===== src/rtl/hazard_fwd_ctrl.sv =====
// ---------------------------------------------------------------------------
// hazard_fwd_ctrl
//
// Hazard detection and operand-forwarding control for a classic 5-stage
// in-order pipeline (IF, ID, EX, MEM, WB). The block keeps a shadow copy of
// the register-use fields of the instructions currently in EX, MEM and WB.
// It uses those copies to:
//   * pick ALU operand sources (register file, WB result or MEM ALU result),
//   * stall the front end for one cycle on a load-use dependency,
//   * flush IF/ID and bubble ID/EX on a taken branch,
//   * freeze the whole pipeline while a data-memory access is outstanding,
//     and flag a sticky timeout when the freeze lasts too long.
//
// Memory handshake: mem_req is held high by the MEM stage for as long as
// its access is outstanding. The access completes in the cycle where
// mem_req and mem_ready are both high. Every cycle with mem_req=1 and
// mem_ready=0 is a frozen cycle. There is no other transfer condition.
//
// Parameters
//   TIMEOUT          frozen-edge count at which mem_timeout sets
//
// Ports
//   clk              sole clock, rising edge
//   rst_n            asynchronous active-low reset
//   id_rs1/rs2/rd    register fields of the instruction in ID
//   id_valid         ID holds a real instruction
//   id_reg_write     ID instruction writes rd
//   id_mem_read      ID instruction is a load
//   ex_branch_taken  branch/jump resolved taken in EX
//   mem_req          MEM-stage access outstanding
//   mem_ready        MEM-stage access completes this cycle
//   fwd_a_sel        operand A select: 00 regfile, 01 WB, 10 MEM
//   fwd_b_sel        operand B select: 00 regfile, 01 WB, 10 MEM
//   pc_write         PC update enable
//   if_id_write      IF/ID register load enable
//   if_id_flush      IF/ID clear
//   id_ex_bubble     ID/EX clear (inject a bubble)
//   pipe_freeze      hold every pipeline register
//   mem_timeout      sticky memory-wait timeout flag
//   dbg_state        FSM state (0 RUN, 1 MEM_WAIT)
//   dbg_wait_cnt     frozen-edge counter
//   dbg_slot_valid   {WB, MEM, EX} slot valid bits
//   dbg_slot_load    {WB, MEM, EX} slot mem_read bits
// ---------------------------------------------------------------------------
module hazard_fwd_ctrl #(
  parameter int unsigned TIMEOUT = 255
) (
  input  logic       clk,
  input  logic       rst_n,
  input  logic [4:0] id_rs1,
  input  logic [4:0] id_rs2,
  input  logic [4:0] id_rd,
  input  logic       id_valid,
  input  logic       id_reg_write,
  input  logic       id_mem_read,
  input  logic       ex_branch_taken,
  input  logic       mem_req,
  input  logic       mem_ready,
  output logic [1:0] fwd_a_sel,
  output logic [1:0] fwd_b_sel,
  output logic       pc_write,
  output logic       if_id_write,
  output logic       if_id_flush,
  output logic       id_ex_bubble,
  output logic       pipe_freeze,
  output logic       mem_timeout,
  output logic       dbg_state,
  output logic [7:0] dbg_wait_cnt,
  output logic [2:0] dbg_slot_valid,
  output logic [2:0] dbg_slot_load
);

  typedef enum logic [0:0] {
    ST_RUN      = 1'b0,
    ST_MEM_WAIT = 1'b1
  } state_t;

  localparam logic [1:0] SEL_RF  = 2'b00;
  localparam logic [1:0] SEL_WB  = 2'b01;
  localparam logic [1:0] SEL_MEM = 2'b10;

  // EX slot
  logic       r_ex_valid;
  logic [4:0] r_ex_rd;
  logic [4:0] r_ex_rs1;
  logic [4:0] r_ex_rs2;
  logic       r_ex_rw;
  logic       r_ex_mr;
  // MEM slot
  logic       r_mem_valid;
  logic [4:0] r_mem_rd;
  logic       r_mem_rw;
  logic       r_mem_mr;
  // WB slot
  logic       r_wb_valid;
  logic [4:0] r_wb_rd;
  logic       r_wb_rw;
  logic       r_wb_mr;

  state_t     r_state;
  logic [7:0] r_wait_cnt;
  logic       r_timeout;

  logic       w_freeze;
  logic       w_mem_wr_ok;
  logic       w_wb_wr_ok;
  logic       w_load_use;
  logic       w_bubble;
  logic [7:0] w_cnt_next;

  // -------------------------------------------------------------------------
  // Forwarding
  // -------------------------------------------------------------------------
  // A stage can only forward if it really writes a non-zero register; x0
  // is hard-wired to zero, so a write to it must never be forwarded.
  assign w_mem_wr_ok = r_mem_valid && r_mem_rw && (r_mem_rd != 5'd0);
  assign w_wb_wr_ok  = r_wb_valid  && r_wb_rw  && (r_wb_rd  != 5'd0);

  // MEM is checked first because it holds the younger, more recent value.
  always_comb begin
    fwd_a_sel = SEL_RF;
    fwd_b_sel = SEL_RF;
    if (r_ex_valid) begin
      if (w_mem_wr_ok && (r_mem_rd == r_ex_rs1)) begin
        fwd_a_sel = SEL_MEM;
      end else if (w_wb_wr_ok && (r_wb_rd == r_ex_rs1)) begin
        fwd_a_sel = SEL_WB;
      end
      if (w_mem_wr_ok && (r_mem_rd == r_ex_rs2)) begin
        fwd_b_sel = SEL_MEM;
      end else if (w_wb_wr_ok && (r_wb_rd == r_ex_rs2)) begin
        fwd_b_sel = SEL_WB;
      end
    end
  end

  // -------------------------------------------------------------------------
  // Stall / flush / freeze control
  // -------------------------------------------------------------------------
  assign w_freeze    = mem_req && !mem_ready;
  assign pipe_freeze = w_freeze;

  // A load in EX produces its data only at the end of MEM, too late to be
  // forwarded into the dependent instruction's EX cycle, so that
  // instruction has to wait one cycle in ID.
  assign w_load_use = !w_freeze && !ex_branch_taken &&
                      r_ex_valid && r_ex_mr && (r_ex_rd != 5'd0) &&
                      id_valid &&
                      ((r_ex_rd == id_rs1) || (r_ex_rd == id_rs2));

  // Priority: freeze, then branch, then load-use. While in reset the front
  // end is left free-running with no flush or bubble.
  always_comb begin
    pc_write     = 1'b1;
    if_id_write  = 1'b1;
    if_id_flush  = 1'b0;
    id_ex_bubble = 1'b0;
    if (rst_n) begin
      if (w_freeze) begin
        pc_write    = 1'b0;
        if_id_write = 1'b0;
      end else if (ex_branch_taken) begin
        if_id_flush  = 1'b1;
        id_ex_bubble = 1'b1;
      end else if (w_load_use) begin
        pc_write     = 1'b0;
        if_id_write  = 1'b0;
        id_ex_bubble = 1'b1;
      end
    end
  end

  assign w_bubble = id_ex_bubble;

  // -------------------------------------------------------------------------
  // Slot pipeline: shifts on every unfrozen edge
  // -------------------------------------------------------------------------
  always_ff @(posedge clk or negedge rst_n) begin
    if (!rst_n) begin
      r_ex_valid  <= 1'b0;
      r_ex_rd     <= 5'd0;
      r_ex_rs1    <= 5'd0;
      r_ex_rs2    <= 5'd0;
      r_ex_rw     <= 1'b0;
      r_ex_mr     <= 1'b0;
      r_mem_valid <= 1'b0;
      r_mem_rd    <= 5'd0;
      r_mem_rw    <= 1'b0;
      r_mem_mr    <= 1'b0;
      r_wb_valid  <= 1'b0;
      r_wb_rd     <= 5'd0;
      r_wb_rw     <= 1'b0;
      r_wb_mr     <= 1'b0;
    end else if (!w_freeze) begin
      if (id_valid && !w_bubble) begin
        r_ex_valid <= 1'b1;
        r_ex_rd    <= id_rd;
        r_ex_rs1   <= id_rs1;
        r_ex_rs2   <= id_rs2;
        r_ex_rw    <= id_reg_write;
        r_ex_mr    <= id_mem_read;
      end else begin
        // Bubbles carry all-zero fields so they can never match anything.
        r_ex_valid <= 1'b0;
        r_ex_rd    <= 5'd0;
        r_ex_rs1   <= 5'd0;
        r_ex_rs2   <= 5'd0;
        r_ex_rw    <= 1'b0;
        r_ex_mr    <= 1'b0;
      end
      r_mem_valid <= r_ex_valid;
      r_mem_rd    <= r_ex_rd;
      r_mem_rw    <= r_ex_rw;
      r_mem_mr    <= r_ex_mr;
      r_wb_valid  <= r_mem_valid;
      r_wb_rd     <= r_mem_rd;
      r_wb_rw     <= r_mem_rw;
      r_wb_mr     <= r_mem_mr;
    end
  end

  // -------------------------------------------------------------------------
  // Memory-wait FSM, wait counter and sticky timeout
  // -------------------------------------------------------------------------
  // The counter counts every frozen edge, including the one that leaves
  // RUN, and clears on any unfrozen edge, so it is zero whenever the FSM
  // sits in RUN.
  assign w_cnt_next = (r_wait_cnt == 8'hFF) ? r_wait_cnt : (r_wait_cnt + 8'd1);

  always_ff @(posedge clk or negedge rst_n) begin
    if (!rst_n) begin
      r_state    <= ST_RUN;
      r_wait_cnt <= 8'd0;
      r_timeout  <= 1'b0;
    end else begin
      case (r_state)
        ST_RUN: begin
          if (w_freeze) begin
            r_state <= ST_MEM_WAIT;
          end
        end
        ST_MEM_WAIT: begin
          if (!w_freeze) begin
            r_state <= ST_RUN;
          end
        end
        default: r_state <= ST_RUN;
      endcase

      if (w_freeze) begin
        r_wait_cnt <= w_cnt_next;
        if (32'(w_cnt_next) == TIMEOUT) begin
          r_timeout <= 1'b1;
        end
      end else begin
        r_wait_cnt <= 8'd0;
      end
    end
  end

  assign mem_timeout    = r_timeout;
  assign dbg_state      = r_state;
  assign dbg_wait_cnt   = r_wait_cnt;
  assign dbg_slot_valid = {r_wb_valid, r_mem_valid, r_ex_valid};
  assign dbg_slot_load  = {r_wb_mr, r_mem_mr, r_ex_mr};

endmodule

===== config.mk =====
export PLATFORM = sky130hd
export DESIGN_NAME = hazard_fwd_ctrl
export DESIGN_NICKNAME = d
export VERILOG_FILES = /design/src/rtl/hazard_fwd_ctrl.sv
export SDC_FILE = /design/constraint.sdc
export NUM_CORES = 1
export LEC_CHECK = 0
export ABC_CLOCK_PERIOD_IN_PS = 2810
export CAP_MARGIN = 30
export CORE_MARGIN = 2
export CORE_UTILIZATION = 54
export DETAILED_ROUTE_END_ITERATION = 7
export PLACE_DENSITY = 0.89
export SLEW_MARGIN = 20
export SYNTH_ARGS = -nofsm -noshare
export SYNTH_HDL_FRONTEND = slang
export SYNTH_SLANG_ARGS = --single-unit

===== constraint.sdc =====
create_clock -name clk -period 2.81 [get_ports clk]
set_input_delay 0.281 -clock clk [delete_from_list [all_inputs] [get_ports clk]]
set_output_delay 0.281 -clock clk [all_outputs]
set_load 0.02 [all_outputs]

# After elaboration in Yosys (flattened, before gate mapping)
# Index checks and enable logic that the tools add are counted.
[word_totals] ff_bits=44 latchBits=0 mem_bits_rw=0 mem_bits_ro=0 out_inout_bits=25 wordCells=77 memories=0
[classes] n_addsub=1 multipliers=0 div_mod_pow=0 magnitude_cmp=0 n_eq_ne=8 n_shift=0 n_mux=26 bitwise=0 reduce_logical=25
[ops] operator="5-bit == test" count=6
[ops] operator="1-bit 2-to-1 mux" count=17
[ops] operator="8-bit == test (second input constant)" count=2
[ops] operator="1-bit logical AND" count=16
[ops] operator="8-bit 2-to-1 mux" count=2
[ops] operator="5-bit 2-to-1 mux" count=3
[ops] operator="5-bit nonzero test" count=3
[ops] operator="8-bit by 1-bit adder with 8-bit output (second input constant)" count=1
[ops] operator="2-bit 2-to-1 mux" count=4
[ops] operator="1-bit zero test" count=4
[ops] operator="2-bit AND reduction" count=1
[ops] operator="1-bit logical OR" count=1

# Logic depth before layout (Yosys ltp)
# Gate-level depths: netlist (run 1).
[depth] depth_word=16 ltp_mapped=8 depth_no_buf=6

# Least setup slack after synthesis (run 1)
# Ideal clock, no wire load.
[synth_timing] path_kind="register to output" start="reg r_ex_rd[1]" end="out pc_write" arrival_ns=2.088 required_time_ns=2.529 path_slack_ns=0.441 stages_incl_launch_ff=7 path_cell_list="dfrtp_1 or4_1 o2111a_1 and3_1 buf_6 a21oi_1 buf_4"
[synth_via] elab_chain_len=8 word_cells_on_any_way=11 classes_between="eq/ne (2); mux (4); reduce/logical (5)"
[synth_lines] item="from (decl)" line="84" text="logic [4:0] r_ex_rd;"
[synth_lines] item="from (signal assigned)" line="197" text="r_ex_rd <= id_rd;"
[synth_lines] item="5-bit nonzero test" line="147" text="r_ex_valid && r_ex_mr && (r_ex_rd != 5'd0) &&"
[synth_lines] item="1-bit logical AND (2 in series)" line="147"
[synth_lines] item="1-bit logical AND *" line="148" text="id_valid &&"
[synth_lines] item="1-bit 2-to-1 mux * (4 in series)"
[synth_lines] item="to (decl)" line="61" text="output logic pc_write,"
# Mark *: on every way between the ends. The rest lies on a longest branch, timed or not.

# Final worst setup path (run 1)
[layout_timing] start="reg r_ex_rd[1]" end="out id_ex_bubble"
[layout_via] elab_chain_len=8 word_cells_on_any_way=11 classes_between="eq/ne (2); mux (4); reduce/logical (5)"
[layout_lines] item="5-bit nonzero test" line="147"
[layout_lines] item="1-bit logical AND (2 in series)" line="147"
[layout_lines] item="1-bit logical AND *" line="148"
[layout_lines] item="1-bit 2-to-1 mux *" line="165" text="end else if (w_load_use) begin"
[layout_lines] item="1-bit 2-to-1 mux *" line="162" text="end else if (ex_branch_taken) begin"
[layout_lines] item="1-bit 2-to-1 mux *" line="159" text="if (w_freeze) begin"
[layout_lines] item="1-bit 2-to-1 mux *" line="158" text="if (rst_n) begin"
[layout_lines] item="to (decl)" line="64" text="output logic id_ex_bubble,"
# Marks and branches as above.

==> results.ini, run 1 <==
[outcome]
outcome = complete, no violations

[sta]
tightest_slew_ns = 0.421
final.setup.worst_slack_ns = 0.188
period_share = 0.933
drv_slew = 0
timing.final.crit_period_ns = 2.62
tns_ns = 0
setup_violations = 0
clock_skew_ns = 0.00518
fmax_ghz = 0.381
hold_violations = 0
rsz0062_at_grt = no
slew_headroom = 0.720

[die]
die_w_um = 69.3
core_area_um2 = 4060
die_area_um2 = 4800
io_pins = 48
initial_core_util = 0.568
die_y_um = 69.3
rows = 23

[route]
routedWlPerCell_um = 15.4
first_pass_iters = 4
ant_nets = 0
routed_wl_um = 5250
drt_iter0_drc = 171
drc = 0
vias = 1946
via_per_inst = 5.69

[job]
maxCapViolCount = 0

[synth]
synth_top_family_by_area = simple AND/OR/NAND/NOR gates
ys_top_cells_by_area = dfrtp_1 48%, nand2_1 8.8%, xnor2_1 8.0%
netlist_instances = 249
synth.ff_latch_count = 44
synthFlopType = dfrtp_1
synthesis.area_um2 = 2300
synth_mux_area_frac = 0.00435
ys_types = 40
synth_compound_area_frac = 0.125
synthXorXnorAreaFrac = 0.122
synthTopCellsByCount = 54 x nand2_1, 44 x dfrtp_1, 21 x nor2_1, 21 x xnor2_1, 17 x a22oi_1
syn-num-nets = 273
synth_edf_count = 0
async_reset_ff_frac = 1.00
ys_seq_area_frac = 0.478
syn_avg_cell_area_um2 = 9.25
yosysTopAreaCellShare = 0.478
synth_area_leader_cell = dfrtp_1
synth-adder-area-share = 0.00543
yosys.area_share.simple = 0.211
yosysWarnings = 0
synth.most_common_cell = nand2_1

[power]
p_leak_nw = 1.35
p_int_mw = 0.986
combPwrFrac = 0.190
power_mw = 1.38
p_switching_mw = 0.392
clkPwrFrac = 0.267
seqPwrFrac = 0.543
vdd_drop_max_v = 0.000341
p_sw_frac = 0.285
p_per_area_nw_per_um2 = 484

[placed_design]
dp.cells = 334
gp_congestion = 0.921
hpwl_um = 3900
dpl_worst_slack_ns = 0.151
portBuffers = 47
placed_area_um2 = 2760

[worst_setup_path]
worst_ep_required_time_ns = 2.53
path_max_fanout = 5
cp-startpoint = r_ex_rd[1]
crit_type = flip-flop to output pin
cp-end-kind = output pin
r2r_start = r_ex_rd[1]
crit_arrival_ns = 2.34
startpoint_type = flip-flop

[global_route]
gr-usage-all-layers = 0.240
grt_pass1_vias = 1867
grt_pass1_wl_um = 9140
grt_overflow_total = 0
antenna_found_initial = 0
grt_max_degree = 42

[finish]
antenna_cells = 0
nFillCells = 323
drive_above_1_share = 0.0514
fin_area_um2 = 2850
fin_nets = 316
layout.cells.non_filler = 342
area_delta_synth_final_pct = 23.6

[clock_tree]
cts-htree-levels = 2
cts_tree = yes
max-clock-path-buffers = 2
clk_latency_ns = 0.30
cts.sinks = 44
post_cts_buffers = 0
clk_pin_slew_ns = 0.08
cts_root_buffer = clkbuf_8
cts_made_buffers = 5

[worst_hold_path]
hp-class = primary input to asynchronous set/reset pin

==> metrics by stage <==
stage,util,hold WS (ns)
after global placement,0.680,0.185
after floorplan,-,-0.0146
after detailed placement,0.680,0.190
after CTS,0.701,0.407
after global routing,0.702,0.413
final,0.702,0.418
==> timing repair <==
action / 4_1_cts / 5_1_grt
hold endpoints to repair: 10 / 0
setup endpoints to repair: 3 / 2
resized for setup: 3 / 2
hold buffers: 1 / 0
==> final cells by class <==
cell class              count  area, um^2  area share
well taps                  50        62.6      0.0220
multi-input cells         184        1080       0.378
flip-flops and latches     44        1100       0.387
clock inverters             1        5.00     0.00176
inverters                   4        15.0     0.00527
clock buffers               6        72.6      0.0255
repair buffers             53         514       0.181
==> cells in the final DEF, fill, tap and decap left out, types with 4 or more instances in the layout <==
master           instances
buf_4                    5
a22oi_1                 17
clkdlybuf4s50_1         41
clkbuf_8                 5
nor2_1                  21
inv_1                    4
dfrtp_1                 44
nand3_1                  9
nor3_1                   7
xor2_1                  11
and3_1                   4
a21oi_1                  4
xnor2_1                 21
a31oi_1                  5
nand2_1                 54
==> cells by family after synthesis <==
| group | after synthesis |
|---|---|
| multiplexers | 1 |
| adder cells (fa/ha/maj) | 1 |
| flip-flops | 44 |
| AO/OA/AOI/OAI | 40 |
| AND/OR/NAND/NOR | 110 |
| XOR/XNOR | 32 |
| buffers and inverters | 21 |
==> registers in the layout, indices dropped and copies added (netlist names), 5 cells and up <==
| register | count |
|---|---|
| r_ex_rd | 5 |
| r_mem_rd | 5 |
| dbg_wait_cnt | 8 |
| r_wb_rd | 5 |
| r_ex_rs2 | 5 |
| r_ex_rs1 | 5 |
==> layer usage <==
metal  part of all wire  vias up  track usage  routed length, um
met5                  0        -            0                  0
met3              0.057        7       0.0698                298
met2               0.49       65        0.381               2590
met1               0.44      945        0.320               2300
li1                   -      929            -                  -
met4              0.012        0       0.0719                 65
==> worst max-delay path, stage by stage, from the launching register on <==
cell and delay [ns]:
dfrtp_1 0.45, or4_1 0.59, o2111a_1 0.28, and3_1 0.21, or2_1 0.20, dlygate4sd2_1 0.32
==> final timing paths <==
| path | end | slack [ns] | cells after the start |
|---|---|---|---|
| max reg2reg | r_ex_rs2[1] | 0.89 | 5 |
| min | dbg_state | 0.42 | 2 |
| min in group clk | r_wb_mr | 0.47 | 2 |
| max | id_ex_bubble | 0.19 | 5 |
| max in group asynchronous | mem_timeout | 1.85 | 3 |
| min reg2reg | r_wb_mr | 0.47 | 2 |
==> power groups by stage <==
stage	sequential [mW]	clock [mW]	combinational [mW]
2_1_floorplan	0.742	0	0.173
3_3_place_gp	0.756	0	0.255
3_5_place_dp	0.760	0	0.265
4_1_cts	0.748	0.373	0.265
5_1_grt	0.756	0.409	0.293
6_report	0.748	0.367	0.262
No activity file was read; power rests on OpenSTA's default activity.
==> run 2: changes to the inputs <==
- ABC_CLOCK_PERIOD_IN_PS: 2810 -> 3300
- CAP_MARGIN: 30 -> not set
- clock period: 2.81 -> 3.3 ns (I/O delays scaled with it)
==> run 2 against run 1 <==
Against the previous run:
- register-to-register slack better by 0.52 ns
- sequential cell count unchanged
- count of clock-buffer cells in the layout increased by 2
- sequential share of layout area fell by 0.051 points
- clock skew rose by 0.00062 ns
- via count grew 0.77%
- utilization rose by 0.093 points
- final cell count unchanged
==> results.ini, run 2 (synthesis gave the netlist of run 1 again) <==
[power]
clkPwrFrac = 0.286  ; +0.019
p_switching_mw = 0.337  ; -14%
vdd_drop_max_v = 0.000260  ; -24%
p_leak_nw = 1.31  ; -2.9%
p_sw_frac = 0.280  ; -0.00450
p_int_mw = 0.866  ; -12%
p_per_area_nw_per_um2 = 422  ; -13%
seqPwrFrac = 0.529  ; -0.014
combPwrFrac = 0.186  ; -0.004

[worst_setup_path]
critPathTopFamily = simple AND/OR/NAND/NOR gates
cp_num_buf_inv = 1  ; unchanged
startpoint_type = flip-flop
worst_path_max_delay_cell = clkdlybuf4s50_1
crit_arrival_ns = 2.59  ; +0.25 ns
worst_ep_required_time_ns = 2.97  ; +0.44 ns
cp-end-kind = output pin
path_cells = or4_1 > o2111a_1 > and3_1 > a21oi_1 > clkdlybuf4s50_1
critPathMaxStageDelay_ns = 0.63  ; +0.04 ns
path_max_fanout = 5  ; unchanged
crit_type = flip-flop to output pin

[route]
first_pass_iters = 4  ; unchanged
drc = 0  ; unchanged
ant_nets = 0  ; unchanged
drt_iter0_drc = 177  ; +3.5%
top_layer = met4
wl_met2_um = 2550  ; -1.7%
via_per_inst = 5.73  ; +0.77%
routedWlPerCell_um = 15.1  ; -1.8%
routed_wl_um = 5160  ; -1.8%
m1WireLength_um = 2220  ; -3.2%
vias = 1961  ; +0.77%
dr_wl_met3_um = 321  ; +7.7%

[clock_tree]
cts.sinks = 44  ; unchanged
clk_pin_slew_ns = 0.07  ; about the same
cts-htree-levels = 2  ; unchanged
cts_root_buffer = clkbuf_8
clk_latency_ns = 0.30  ; about the same
cts_made_buffers = 5  ; unchanged
max-clock-path-buffers = 2  ; unchanged
post_cts_buffers = 0  ; unchanged
cts_tree = yes

[die]
die_y_um = 69.3  ; unchanged
core_area_um2 = 4060  ; unchanged
die_area_um2 = 4800  ; unchanged
io_pins = 48  ; unchanged
initial_core_util = 0.568  ; unchanged
rows = 23  ; unchanged
die_w_um = 69.3  ; unchanged

[finish]
drive_above_1_share = 0.0479  ; -0.00342
fin_nets = 315  ; -0.32%
largest_reg_flops = 8  ; unchanged
nFillCells = 312  ; -3.4%
final_cell_mix = 54 x nand2_1, 46 x clkdlybuf4s50_1, 44 x dfrtp_1
final_common_cell = nand2_1
multi_input_area_um2 = 1080  ; unchanged
antenna_cells = 0  ; unchanged
fin_util = 0.703  ; +0.000925
area_delta_synth_final_pct = 23.8
final-seq-area_um2 = 1100  ; unchanged

[placed_design]
hpwl_um = 3770  ; -3.2%
dpl_worst_slack_ns = 0.575  ; +0.424 ns
gp_congestion = 0.912  ; -0.97%
portBuffers = 47  ; unchanged

[global_route]
grt_overflow_total = 0  ; unchanged
grt_max_degree = 42  ; unchanged
antenna_found_initial = 0  ; unchanged
grt_pass1_vias = 1937  ; +3.7%
grt_pass1_wl_um = 8960  ; -2.0%
gr-usage-all-layers = 0.230  ; -0.0102

[outcome]
outcome = complete, no violations

[sta]
tightest_slew_ns = 0.423  ; +0.00230 ns
final.setup.worst_slack_ns = 0.384  ; +0.196 ns
rsz0062_at_grt = no
fmax_ghz = 0.343
timing.final.crit_period_ns = 2.92
clock_skew_ns = 0.00579  ; +0.000617 ns
hold_violations = 0  ; unchanged
setup_violations = 0  ; unchanged
tns_ns = 0  ; unchanged
period_share = 0.884
drv_slew = 0  ; unchanged
slew_headroom = 0.715  ; -0.00413

[worst_hold_path]
hp-class = flip-flop to flip-flop

[job]
maxCapViolCount = 0  ; unchanged

run 2: cell count changes in the layout (fill, tap and decap cells not counted):
cell / change
buf_4: -1
clkbuf_1: +1
clkbuf_8: +1
clkdlybuf4s50_1: +5
clkinv_2: -1
dlygate4sd2_1: -3
dlymetal6s2s_1: -2
run 2: layout make-up:
class	count	area share
multi-input combinational	184	0.378
clock buffer	8	0.0316
inverter	4	0.00527
sequential	44	0.386
timing repair buffer	52	0.177
tap	50	0.0219
run 2: worst paths after layout:
check / startpoint / endpoint / slack [ns] / depth (start not counted)
setup / recovery: r_ex_rd[1] / pc_write / 0.38 / 5
hold / removal: r_wb_mr / r_wb_mr / 0.47 / 2
setup reg to reg: r_ex_rd[1] / r_ex_rs1[3] / 1.41 / 5
hold reg to reg: r_wb_mr / r_wb_mr / 0.47 / 2
max in group asynchronous: rst_n / r_wb_mr / 2.08 / 3
min in group asynchronous: rst_n / dbg_wait_cnt[0] / 0.50 / 2
run 2: metrics by stage:
| stage | cell area, um^2 | hold slack (ns) | std cells | total power, mW |
|---|---|---|---|---|
| 2_1_floorplan | 2300 | 0.0344 | 249 | 0.779 |
| 3_3_place_gp | 2750 | 0.277 | 333 | 0.860 |
| 3_5_place_dp | 2750 | 0.280 | 333 | 0.869 |
| 4_1_cts | 2850 | 0.483 | 342 | 1.22 |
| 5_1_grt | 2850 | 0.518 | 342 | 1.27 |
| 6_report | 2850 | 0.473 | 342 | 1.20 |
run 2: repair_timing:
item,CTS,global route
hold buffers,1,0
gates resized for setup,0,0
endpoints found under the hold margin,16,0
run 2: layer usage:
metal  vias to the layer above  global-route usage
met5                         -                   0
met4                         0              0.0719
met3                         7              0.0465
met2                        68               0.382
met1                       950               0.302
li1                        936                   -
run 2: tightest hold or removal path, delay by kind of cell, from the launching register on:
kind	cells	cell delay (ns)
DFF	1	0.35
and+or+nand+nor	2	0.10
run 2: power groups by stage:
stage	registers (mW)	logic [mW]	clock network, mW
finish	0.636	0.224	0.344
global placement	0.644	0.216	0
CTS	0.635	0.226	0.354
global route	0.642	0.248	0.379
floorplan	0.632	0.147	0
detailed placement	0.646	0.224	0
==> run 3: changes to the inputs <==
- HOLD_SLACK_MARGIN: not set -> 0.05
==> results of run 3 <==
Final layout, timing and power as in run 2 (identical DEF).
